`src/rtl/tdc_hit_readout.sv`:
```
// Read-side buffer for TDC encoder hits: TOA window filter, event tagging,
// small FIFO with a registered valid/ready output and drop accounting.
module tdc_hit_readout #(
    parameter int FIFO_DEPTH = 4,
    parameter int TOA_W      = 10,
    parameter int TOT_W      = 9,
    parameter int CAL_W      = 10,
    parameter int EVT_W      = 3
) (
    input  logic                                 clk40,
    input  logic                                 reset,
    input  logic                                 enable,
    input  logic                                 encStrobe,
    input  logic                                 hitFlag,
    input  logic [TOA_W-1:0]                     TOA_code,
    input  logic [TOT_W-1:0]                     TOT_code,
    input  logic [CAL_W-1:0]                     Cal_code,
    input  logic [TOA_W-1:0]                     toaLow,
    input  logic [TOA_W-1:0]                     toaHigh,
    output logic [EVT_W+TOA_W+TOT_W+CAL_W-1:0]   dout,
    output logic                                 dvalid,
    input  logic                                 dready,
    output logic [$clog2(FIFO_DEPTH):0]          occupancy,
    output logic                                 overflow,
    output logic [7:0]                           dropCnt
);

    localparam int DW    = EVT_W + TOA_W + TOT_W + CAL_W;
    localparam int PW    = $clog2(FIFO_DEPTH);
    localparam int OCC_W = PW + 1;

    localparam logic [PW-1:0]    PTR_ONE = PW'(1);
    localparam logic [OCC_W-1:0] OCC_ONE = OCC_W'(1);
    localparam logic [OCC_W-1:0] DEPTH_C = OCC_W'(FIFO_DEPTH);
    localparam logic [EVT_W-1:0] EVT_ONE = EVT_W'(1);

    logic [DW-1:0]    mem_q [FIFO_DEPTH];
    logic [DW-1:0]    mem_d [FIFO_DEPTH];
    logic [PW-1:0]    wr_ptr_q, wr_ptr_d;
    logic [PW-1:0]    rd_ptr_q, rd_ptr_d;
    logic [OCC_W-1:0] occ_q, occ_d;
    logic [EVT_W-1:0] evt_q, evt_d;
    logic [DW-1:0]    dout_q, dout_d;
    logic             dvalid_q, dvalid_d;
    logic             overflow_q, overflow_d;
    logic [7:0]       drop_cnt_q, drop_cnt_d;

    logic             pop_s;
    logic             event_s;
    logic             qualify_s;
    logic             push_s;
    logic             drop_s;
    logic [DW-1:0]    new_word_s;
    logic [DW-1:0]    head_s;

    // Handshake decode, hit qualification and next-state computation
    always_comb begin
        pop_s      = dvalid_q & dready;
        event_s    = enable & encStrobe;
        qualify_s  = event_s & hitFlag & (TOA_code >= toaLow) & (TOA_code <= toaHigh);
        push_s     = qualify_s & ((occ_q < DEPTH_C) | pop_s);
        drop_s     = qualify_s & ~push_s;
        new_word_s = {evt_q, TOA_code, TOT_code, Cal_code};

        mem_d = mem_q;
        if (push_s) begin
            mem_d[wr_ptr_q] = new_word_s;
        end else begin
            mem_d = mem_q;
        end

        wr_ptr_d = push_s ? (wr_ptr_q + PTR_ONE) : wr_ptr_q;
        rd_ptr_d = pop_s  ? (rd_ptr_q + PTR_ONE) : rd_ptr_q;

        case ({push_s, pop_s})
            2'b10:   occ_d = occ_q + OCC_ONE;
            2'b01:   occ_d = occ_q - OCC_ONE;
            default: occ_d = occ_q;
        endcase

        // The new head is the word being written when the buffer would otherwise be empty
        if (push_s && (rd_ptr_d == wr_ptr_q)) begin
            head_s = new_word_s;
        end else begin
            head_s = mem_q[rd_ptr_d];
        end

        dvalid_d = (occ_d != {OCC_W{1'b0}});
        dout_d   = dvalid_d ? head_s : {DW{1'b0}};

        evt_d      = event_s ? (evt_q + EVT_ONE) : evt_q;
        overflow_d = overflow_q | drop_s;
        if (drop_s && (drop_cnt_q != 8'hFF)) begin
            drop_cnt_d = drop_cnt_q + 8'd1;
        end else begin
            drop_cnt_d = drop_cnt_q;
        end
    end

    // State registers, asynchronously cleared
    always_ff @(posedge clk40 or posedge reset) begin
        if (reset) begin
            for (int i = 0; i < FIFO_DEPTH; i++) begin
                mem_q[i] <= {DW{1'b0}};
            end
            wr_ptr_q   <= {PW{1'b0}};
            rd_ptr_q   <= {PW{1'b0}};
            occ_q      <= {OCC_W{1'b0}};
            evt_q      <= {EVT_W{1'b0}};
            dout_q     <= {DW{1'b0}};
            dvalid_q   <= 1'b0;
            overflow_q <= 1'b0;
            drop_cnt_q <= 8'd0;
        end else begin
            mem_q      <= mem_d;
            wr_ptr_q   <= wr_ptr_d;
            rd_ptr_q   <= rd_ptr_d;
            occ_q      <= occ_d;
            evt_q      <= evt_d;
            dout_q     <= dout_d;
            dvalid_q   <= dvalid_d;
            overflow_q <= overflow_d;
            drop_cnt_q <= drop_cnt_d;
        end
    end

    assign dout      = dout_q;
    assign dvalid    = dvalid_q;
    assign occupancy = occ_q;
    assign overflow  = overflow_q;
    assign dropCnt   = drop_cnt_q;

endmodule
```
`config.mk`:
```
export PLATFORM = sky130hd
export DESIGN_NAME = tdc_hit_readout
export DESIGN_NICKNAME = d
export VERILOG_FILES = /design/src/rtl/tdc_hit_readout.sv
export SDC_FILE = /design/constraint.sdc
export NUM_CORES = 1
export LEC_CHECK = 0
export CAP_MARGIN = 10
export CORE_MARGIN = 4
export CORE_UTILIZATION = 40
export CTS_BUF_LIST = sky130_fd_sc_hd__clkbuf_8
export CTS_CLUSTER_DIAMETER = 120
export DETAILED_ROUTE_END_ITERATION = 12
export GPL_TIMING_DRIVEN = 0
export HOLD_SLACK_MARGIN = 0.02
export PLACE_DENSITY = 0.57
export SLEW_MARGIN = 20
export SYNTH_ARGS = -nofsm -noshare
export SYNTH_HDL_FRONTEND = slang
export SYNTH_SLANG_ARGS = --single-unit
export TNS_END_PERCENT = 1
```
`constraint.sdc`:
```
create_clock -name clk40 -period 8.7 [get_ports clk40]
set_input_delay 1.305 -clock clk40 [delete_from_list [all_inputs] [get_ports clk40]]
set_output_delay 1.305 -clock clk40 [all_outputs]
set_load 0.01 [all_outputs]
```
==> impl_metrics.env, run 1 <==
export IMPL_synth_seq_cells=180
export IMPL_switchingPower_w=0.00119
export IMPL_regToRegStartpoint="dvalid"
export IMPL_cp_max_fo=10
export IMPL_ys_warn_count=0
export IMPL_hp_start="overflow"
export IMPL_slew_violations=0
export IMPL_drc=0
export IMPL_ios=100
export IMPL_htreeDepth=4
export IMPL_finalHoldViolCount=0
export IMPL_grt_usage=0.182
export IMPL_synth_edf_count=0
export IMPL_clock_path_buffers=2
export IMPL_hold_buffers=0
export IMPL_finalNonFillerCells=1037
export IMPL_start_kind="input port"
export IMPL_clockRootBuffer="clkbuf_8"
export IMPL_syn_area_mm2=0.00899
export IMPL_status="completed"
export IMPL_tritoncts="yes"
export IMPL_crit_slowest_cell="clkdlybuf4s50_1"
export IMPL_p_int_w=0.00211
export IMPL_async_reset_ff_frac=1.00
export IMPL_holdPathStages=1
export IMPL_r2r_cells=13
export IMPL_antenna_found_initial=0
export IMPL_switching_share=0.360
export IMPL_rsz0062_at_grt="false"
export IMPL_crit_arrival_ns=6.40
export IMPL_post_cts_buffers=0
export IMPL_crit_chain="clkdlybuf4s50_1 -> ha_1 -> a21oi_1 -> o21ai_1 -> a2111oi_2 -> o221ai_1 -> clkbuf_1 -> nor2_1 -> inv_1 -> ha_1 -> fa_1 -> xnor2_1 -> nor2_1 -> xor2_1 -> nor3_2 -> clkbuf_1 -> a21oi_1"
export IMPL_cts_sinks=180
export IMPL_rows=54
export IMPL_dp_hpwl_mm=14.6
export IMPL_p_leak_nw=5.14
export IMPL_critPathRequiredTime_ns=9.01
export IMPL_critPathMaxStageDelay_ns=0.63
export IMPL_drt_wirelength_per_cell_um=21.2
export IMPL_r2r_end="dout[16]"
export IMPL_die_h_um=158
export IMPL_synth_yosys_seq_area_share=0.501
export IMPL_slew_headroom=0.343
export IMPL_holdPathEnd="overflow"
export IMPL_p_clk_frac=0.179
export IMPL_layout_common_cells="dfrtp_1, clkdlybuf4s50_1, mux2_4"
export IMPL_fmax_mhz=164
export IMPL_nNetsFinal=827
export IMPL_pwr_share_seq=0.386
export IMPL_drt_iter0_drc=368
export IMPL_dr_pass1_iters=5
export IMPL_final_common_cell="dfrtp_1"
export IMPL_area_growth_pct=19.9
export IMPL_insertedDiodeCount=0
export IMPL_synthFlopType="dfrtp_1"
export IMPL_min_path_type="reg2reg"
export IMPL_clk_latency_ns=0.46
export IMPL_r2r_setup_slack_ns=4.35
export IMPL_syn_area_per_cell_um2=14.4
export IMPL_via_per_inst=5.44
export IMPL_synth_cells=625
export IMPL_num_vias=5640
export IMPL_dp_cells=1005
export IMPL_syn_nets=708
export IMPL_placed_area_mm2=0.0104
export IMPL_clkTransAtPathRegs_ns=0.10
export IMPL_design_area_mm2=0.0108
export IMPL_fin_crit_sh=0.700
export IMPL_final_layout_size_suffix_gt1_frac=0.289
export IMPL_grt_max_degree=93
export IMPL_grt_first_pass_wirelength_mm=35.1
export IMPL_worstMarginPinSlew_ns=0.982
export IMPL_first_global_vias=6239
export IMPL_drv_cap=0
export IMPL_comb_power_share=0.435
export IMPL_coreArea_mm2=0.0220
export IMPL_ir_worst_vdd_mv=0.151
export IMPL_die_w_um=158
export IMPL_ant_nets=0
export IMPL_end_kind="flop"
export IMPL_fin_crit_ns=6.09
export IMPL_place_congestion=0.778
export IMPL_postCtsResizedCells=0
export IMPL_synth_cell_types=42
export IMPL_powerDensity_mw_per_mm2=306
export IMPL_wl_mm=22.0
export IMPL_dieArea_mm2=0.0249
export IMPL_setup_viol=0
export IMPL_crit_type="in2reg"
export IMPL_portBuffers=99
export IMPL_initial_core_util=0.409
export IMPL_setup_tns_ns=0
export IMPL_cts_buffers=17
export IMPL_globalRouteOverflowTotal=0
export IMPL_finClkSkew_ns=0.0172
[cells by family after synthesis]
group                      after synthesis  share of synthesized area
DFF                                    180                      0.501
muxes                                  164                      0.284
AOI/OAI and AO/OA                       81                     0.0593
and+or+nand+nor                         80                     0.0537
buffers and inverters                   76                     0.0458
adders and majority gates               28                     0.0398
xor gates and xnor gates                16                     0.0164
[worst max-delay path: cells and delay by family]
kind / cells / cell delay (ns)
buffers and inverters: 4 / 1.62
AO/OA/AOI/OAI: 5 / 1.24
AND/OR/NAND/NOR: 3 / 0.96
adder cells (fa/ha/maj): 3 / 0.95
XOR/XNOR: 2 / 0.33
[worst max-delay path by stage]
stage	from	to	cells after the start
floorplan	reset	dout[0]	1
global route	TOA_code[3]	dout[16]	17
CTS	TOA_code[3]	dout[16]	17
detailed placement	TOA_code[3]	dout[16]	17
finish	TOA_code[3]	dout[16]	17
global placement	reset	dropCnt[6]	2
[cells in the mapped netlist (all sizes together), types with 3 or more instances]
library cell  number  area, um^2
mux4              32         728
a21oi             36         180
nand2b             3        21.3
nand4             35         219
xnor2              6        52.6
and3               4        25.0
o31ai             32         240
ha                27         338
nor3               9        45.0
nand2              8        30.0
dfrtp            180        4500
a211oi             4        35.0
clkbuf            14        52.6
xor2              10        95.1
nand3             13         103
mux2             131        1810
buf               30         239
o21ai              3        15.0
inv               32         120
nor2               5        18.8
[metal layers]
metal / vias up / global-route usage / routed length (um)
li1: 2552 / - / -
met1: 2935 / 0.261 / 10500
met2: 133 / 0.284 / 10200
met3: 20 / 0.0413 / 925
met4: 0 / 0.0447 / 312
met5: - / 0 / 0
[flip-flops by register name (all words and copies together) (netlist names)]
signal,cells
occupancy,3
dropCnt,8
dvalid,1
evt_q,3
overflow,1
mem_q,128
rd_ptr_q,2
dout,32
wr_ptr_q,2
[area by class of cell]
class                           count  area [um^2]
Buffer                             44          292
Clock inverter                     13          146
Tap cell                          280          350
Inverter                           32          128
Multi-Input combinational cell    369         4080
Fill cell                        1879        11200
Timing Repair Buffer              100         1020
Clock buffer                       19          262
Sequential cell                   180         4500
[metrics by stage]
stage | util | hold WS [ns] | setup WS (ns) | power (W)
finish | 0.491 | 0.477 | 2.61 | 0.00330
detailed placement | 0.472 | 0.449 | 1.73 | 0.00272
global placement | 0.470 | 0.464 | 0.419 | 0.00267
global route | 0.491 | 0.509 | 2.29 | 0.00349
floorplan | - | 0.453 | 2.51 | 0.00225
CTS | 0.491 | 0.476 | 2.22 | 0.00332
[power groups by stage]
stage          logic, W  clock network (W)  registers (W)
2_1_floorplan  0.000994                  0        0.00125
3_3_place_gp    0.00140                  0        0.00127
3_5_place_dp    0.00143                  0        0.00128
4_1_cts         0.00144           0.000605        0.00127
5_1_grt         0.00154           0.000642        0.00131
6_report        0.00144           0.000590        0.00127
(Power assumes the default switching activity.)
==> inputs of run 2 (changes only) <==
PLACE_DENSITY = 0.59   (was 0.57)
clock period = 5.42 ns   (was 8.7 ns; I/O delays follow)
==> impl_metrics.env, run 2 (synthesis gave the netlist of run 1 again) <==
export IMPL_clockRootBuffer="clkbuf_8"
export IMPL_status="completed"
export IMPL_p_leak_nw=5.17
export IMPL_wl_mm=22.2
export IMPL_cts_buffers=17
export IMPL_num_vias=5763
export IMPL_fmax_mhz=198
export IMPL_first_global_vias=6322
export IMPL_ant_nets=0
export IMPL_cp_top_family="buffers and inverters"
export IMPL_drc=0
export IMPL_grt_first_pass_wirelength_mm=35.7
export IMPL_dp_hpwl_mm=15.0
export IMPL_ir_worst_vdd_mv=0.268
export IMPL_whs_ns=0.486
export IMPL_insertedDiodeCount=0
export IMPL_finClkSkew_ns=0.0118
export IMPL_setup_tns_ns=0
export IMPL_hold_buffers=0
export IMPL_place_congestion=0.781
export IMPL_clock_path_buffers=2
export IMPL_htreeDepth=4
export IMPL_largest_register_ff_count=128
export IMPL_fin_crit_ns=5.04
export IMPL_dieArea_mm2=0.0249
export IMPL_finalHoldViolCount=0
export IMPL_slew_headroom=0.265
export IMPL_min_path_type="reg2reg"
export IMPL_antenna_found_initial=0
export IMPL_worstMarginPinSlew_ns=1.10
export IMPL_final_common_cell="dfrtp_1"
export IMPL_start_kind="input port"
export IMPL_drv_cap=0
export IMPL_top_register="mem_q"
export IMPL_critPathRequiredTime_ns=5.75
export IMPL_drt_iter0_drc=314
export IMPL_final_layout_size_suffix_gt1_frac=0.298
export IMPL_coreArea_mm2=0.0220
export IMPL_crit_type="in2reg"
export IMPL_layout_common_cells="dfrtp_1, clkdlybuf4s50_1, mux2_4"
export IMPL_rows=54
export IMPL_comb_power_share=0.440
export IMPL_hp_start="dropCnt[4]"
export IMPL_cts_sinks=180
export IMPL_ios=100
export IMPL_drt_wirelength_per_cell_um=21.3
export IMPL_switching_share=0.361
export IMPL_setup_viol=0
export IMPL_cp_max_fo=10
export IMPL_via_per_inst=5.54
export IMPL_postCtsResizedCells=4
export IMPL_critPathBufInv=4
export IMPL_grt_max_degree=36
export IMPL_grt_usage=0.184
export IMPL_power_total_w=0.00526
export IMPL_die_w_um=158
export IMPL_switchingPower_w=0.00190
export IMPL_p_int_w=0.00336
export IMPL_nNetsFinal=831
export IMPL_pwr_share_seq=0.389
export IMPL_slew_violations=0
export IMPL_crit_chain="clkdlybuf4s50_1 -> ha_1 -> a21oi_1 -> o21ai_1 -> a2111oi_2 -> o221ai_2 -> clkbuf_1 -> nor2_2 -> inv_1 -> ha_1 -> fa_1 -> xnor2_1 -> nor2_1 -> xor2_1 -> nor3_4 -> clkbuf_2 -> a21oi_1"
export IMPL_multiInputGateArea_mm2=0.00409
export IMPL_rsz0062_at_grt="false"
export IMPL_crit_start="TOA_code[3]"
export IMPL_clk_latency_ns=0.46
export IMPL_regArea_mm2=0.00450
export IMPL_regToRegStartpoint="dvalid"
export IMPL_p_clk_frac=0.171
export IMPL_crit_slowest_cell="clkdlybuf4s50_1"
export IMPL_initial_core_util=0.409
export IMPL_finish_utilization=0.494
export IMPL_clkTransAtPathRegs_ns=0.09
export IMPL_die_h_um=158
export IMPL_area_growth_pct=20.6
export IMPL_portBuffers=99
export IMPL_tritoncts="yes"
export IMPL_fin_crit_sh=0.931
export IMPL_powerDensity_mw_per_mm2=485
export IMPL_critPathMaxStageDelay_ns=0.62
export IMPL_end_kind="flop"
export IMPL_globalRouteOverflowTotal=0
export IMPL_dr_pass1_iters=5
export IMPL_crit_arrival_ns=5.37
export IMPL_post_cts_buffers=0
export IMPL_n_fill_cell=1819
-- run 2: layout make-up --
cell class / instances / share of cell area
clock buffer: 20 / 0.0254
inverter: 32 / 0.0114
clock inverter: 12 / 0.00970
tap: 280 / 0.0323
buffer: 44 / 0.0272
sequential: 180 / 0.416
multi-input combinational: 369 / 0.378
timing repair buffer: 104 / 0.101
-- run 2: path summary, 6_finish.rpt --
kind / to / slack [ns] / cells past startpoint
hold / removal: dropCnt[4] / 0.49 / 1
max in group asynchronous: dropCnt[1] / 3.66 / 5
hold reg to reg: dropCnt[4] / 0.49 / 1
setup / recovery: dout[12] / 0.38 / 17
min in group asynchronous: mem_q[47] / 0.74 / 2
setup reg to reg: dout[12] / 1.67 / 13
-- run 2: per-stage QoR --
stage | setup WS, ns | instances | cell area, um^2
floorplan | 1.21 | 625 | 8990
global placement | -0.866 | 1004 | 10300
detailed placement | -0.989 | 1009 | 10400
CTS | 0.0504 | 1041 | 10800
global route | 0.0881 | 1041 | 10800
finish | 0.375 | 1041 | 10800
-- run 2: power groups by stage --
stage | clock (W) | combinational (W) | sequential (W)
2_1_floorplan | 0 | 0.00160 | 0.00201
3_3_place_gp | 0 | 0.00226 | 0.00203
3_5_place_dp | 0 | 0.00230 | 0.00206
4_1_cts | 0.000922 | 0.00234 | 0.00204
5_1_grt | 0.000979 | 0.00248 | 0.00210
6_report | 0.000900 | 0.00231 | 0.00205
-- run 2: metal layers --
| layer | GRT usage | part of all wire |
|---|---|---|
| met1 | 0.264 | 0.47 |
| met2 | 0.293 | 0.48 |
| met3 | 0.0377 | 0.042 |
| met4 | 0.0381 | 0.0075 |
| met5 | 0 | 0 |
==> inputs of run 3 (changes only) <==
GPL_TIMING_DRIVEN = not set   (was 0)
==> impl_metrics.env, run 3 (synthesis gave the netlist of run 1 again) <==
export IMPL_status="completed"
export IMPL_dr_pass1_iters=4
export IMPL_end_kind="flop"
export IMPL_post_cts_buffers=0
export IMPL_crit_arrival_ns=4.74
export IMPL_setup_viol=0
export IMPL_min_path_type="reg2reg"
export IMPL_setup_tns_ns=0
export IMPL_grt_usage=0.182
export IMPL_regArea_mm2=0.00450
export IMPL_ios=100
export IMPL_fin_crit_sh=0.815
export IMPL_finClkSkew_ns=0.0175
export IMPL_drt_wirelength_per_cell_um=21.9
export IMPL_fmax_mhz=227
export IMPL_p_leak_nw=5.04
export IMPL_rsz0062_at_grt="false"
export IMPL_multiInputGateArea_mm2=0.00413
export IMPL_num_vias=5635
export IMPL_final_common_cell="dfrtp_1"
export IMPL_clock_path_buffers=2
export IMPL_cp_max_fo=33
export IMPL_nNetsFinal=793
export IMPL_grt_first_pass_wirelength_mm=35.0
export IMPL_wl_mm=21.9
export IMPL_powerDensity_mw_per_mm2=493
export IMPL_coreArea_mm2=0.0220
export IMPL_post_place_ws_ns=0.548
export IMPL_postCtsResizedCells=0
export IMPL_cts_buffers=17
export IMPL_regToRegStartpoint="dvalid"
export IMPL_hold_buffers=0
export IMPL_first_global_vias=6149
export IMPL_drc=0
export IMPL_die_w_um=158
export IMPL_crit_start="TOA_code[3]"
export IMPL_die_h_um=158
export IMPL_clk_latency_ns=0.46
export IMPL_antenna_found_initial=0
export IMPL_insertedDiodeCount=0
export IMPL_dieArea_mm2=0.0249
export IMPL_worstMarginPinSlew_ns=0.958
export IMPL_fin_crit_ns=4.41
export IMPL_drt_iter0_drc=406
export IMPL_area_growth_pct=18.0
export IMPL_grt_max_degree=181
export IMPL_drv_cap=0
export IMPL_layout_common_cells="dfrtp_1, clkdlybuf4s50_1, mux2_4"
export IMPL_ir_worst_vdd_mv=0.283
export IMPL_critPathRequiredTime_ns=5.74
export IMPL_crit_type="in2reg"
export IMPL_fin_ws_ns=1.01
export IMPL_n_fill_cell=1870
export IMPL_tritoncts="yes"
export IMPL_place_congestion=0.781
export IMPL_hp_start="dropCnt[6]"
export IMPL_final_layout_size_suffix_gt1_frac=0.286
export IMPL_dp_hpwl_mm=12.7
export IMPL_slew_headroom=0.362
export IMPL_initial_core_util=0.409
export IMPL_via_per_inst=5.62
export IMPL_globalRouteOverflowTotal=0
export IMPL_slew_violations=0
export IMPL_clkTransAtPathRegs_ns=0.10
export IMPL_ant_nets=0
export IMPL_clockRootBuffer="clkbuf_8"
export IMPL_top_register="mem_q"
export IMPL_portBuffers=99
export IMPL_finalHoldViolCount=0
export IMPL_rows=54
export IMPL_cts_sinks=180
export IMPL_start_kind="input port"
export IMPL_htreeDepth=4
export IMPL_largest_register_ff_count=128
-- run 3: changes by cell type in the layout (fill, tap and decap cells not counted), moves of 4 or more --
cell and delta:
buf_6 -12, buf_12 -4, buf_2 -8, clkbuf_1 -11
-- run 3: final timing paths --
kind	end	slack (ns)	cells past startpoint
worst min register to register	dropCnt[6]	0.49	1
worst max register to register	dout[3]	2.45	12
worst min-delay path	dropCnt[6]	0.49	1
max in group asynchronous	dout[28]	3.74	3
worst max-delay path	dout[3]	1.01	16
min in group asynchronous	dout[16]	0.99	3
-- run 3: final cells by class --
cell class              count  area share
flip-flops and latches    180       0.425
multi-input cells         369       0.390
repair buffers            110       0.102
well taps                 280      0.0330
clock buffers              17      0.0221
clock inverters            15      0.0166
inverters                  32      0.0117
-- run 3: worst max-delay path: stages --
cell and delay (ns):
clkdlybuf4s50_1 0.61, ha_1 0.30, a21oi_1 0.17, o21ai_1 0.09, a2111oi_2 0.54, o221ai_4 0.19
nor2_1 0.24, inv_1 0.08, ha_1 0.24, fa_1 0.38, xnor2_1 0.18, nor2_1 0.07
xor2_1 0.16, nor3_2 0.11, buf_4 0.42, a21oi_1 0.11
-- run 3: per-stage QoR --
| stage | util | hold slack, ns | std cells | area (um^2) | total power, W |
|---|---|---|---|---|---|
| global route | 0.483 | 0.523 | 1003 | 10600 | 0.00554 |
| finish | 0.483 | 0.488 | 1003 | 10600 | 0.00523 |
| floorplan | - | 0.453 | 625 | 8990 | 0.00361 |
| global placement | 0.464 | 0.462 | 971 | 10200 | 0.00422 |
| detailed placement | 0.464 | 0.471 | 971 | 10200 | 0.00429 |
| CTS | 0.483 | 0.494 | 1003 | 10600 | 0.00528 |
-- run 3: metal layers --
metal	wire length [um]	vias to the layer above	GRT usage
li1	-	2481	-
met1	10200	2983	0.256
met2	10500	158	0.291
met3	992	13	0.0380
met4	197	0	0.0438
met5	0	-	0
-- run 3: power breakdown --
group          internal (W)  leakage (nW)  switching [W]
Sequential          0.00178          2.40       0.000277
Combinational       0.00111          2.42        0.00109
Clock              0.000461         0.214       0.000511
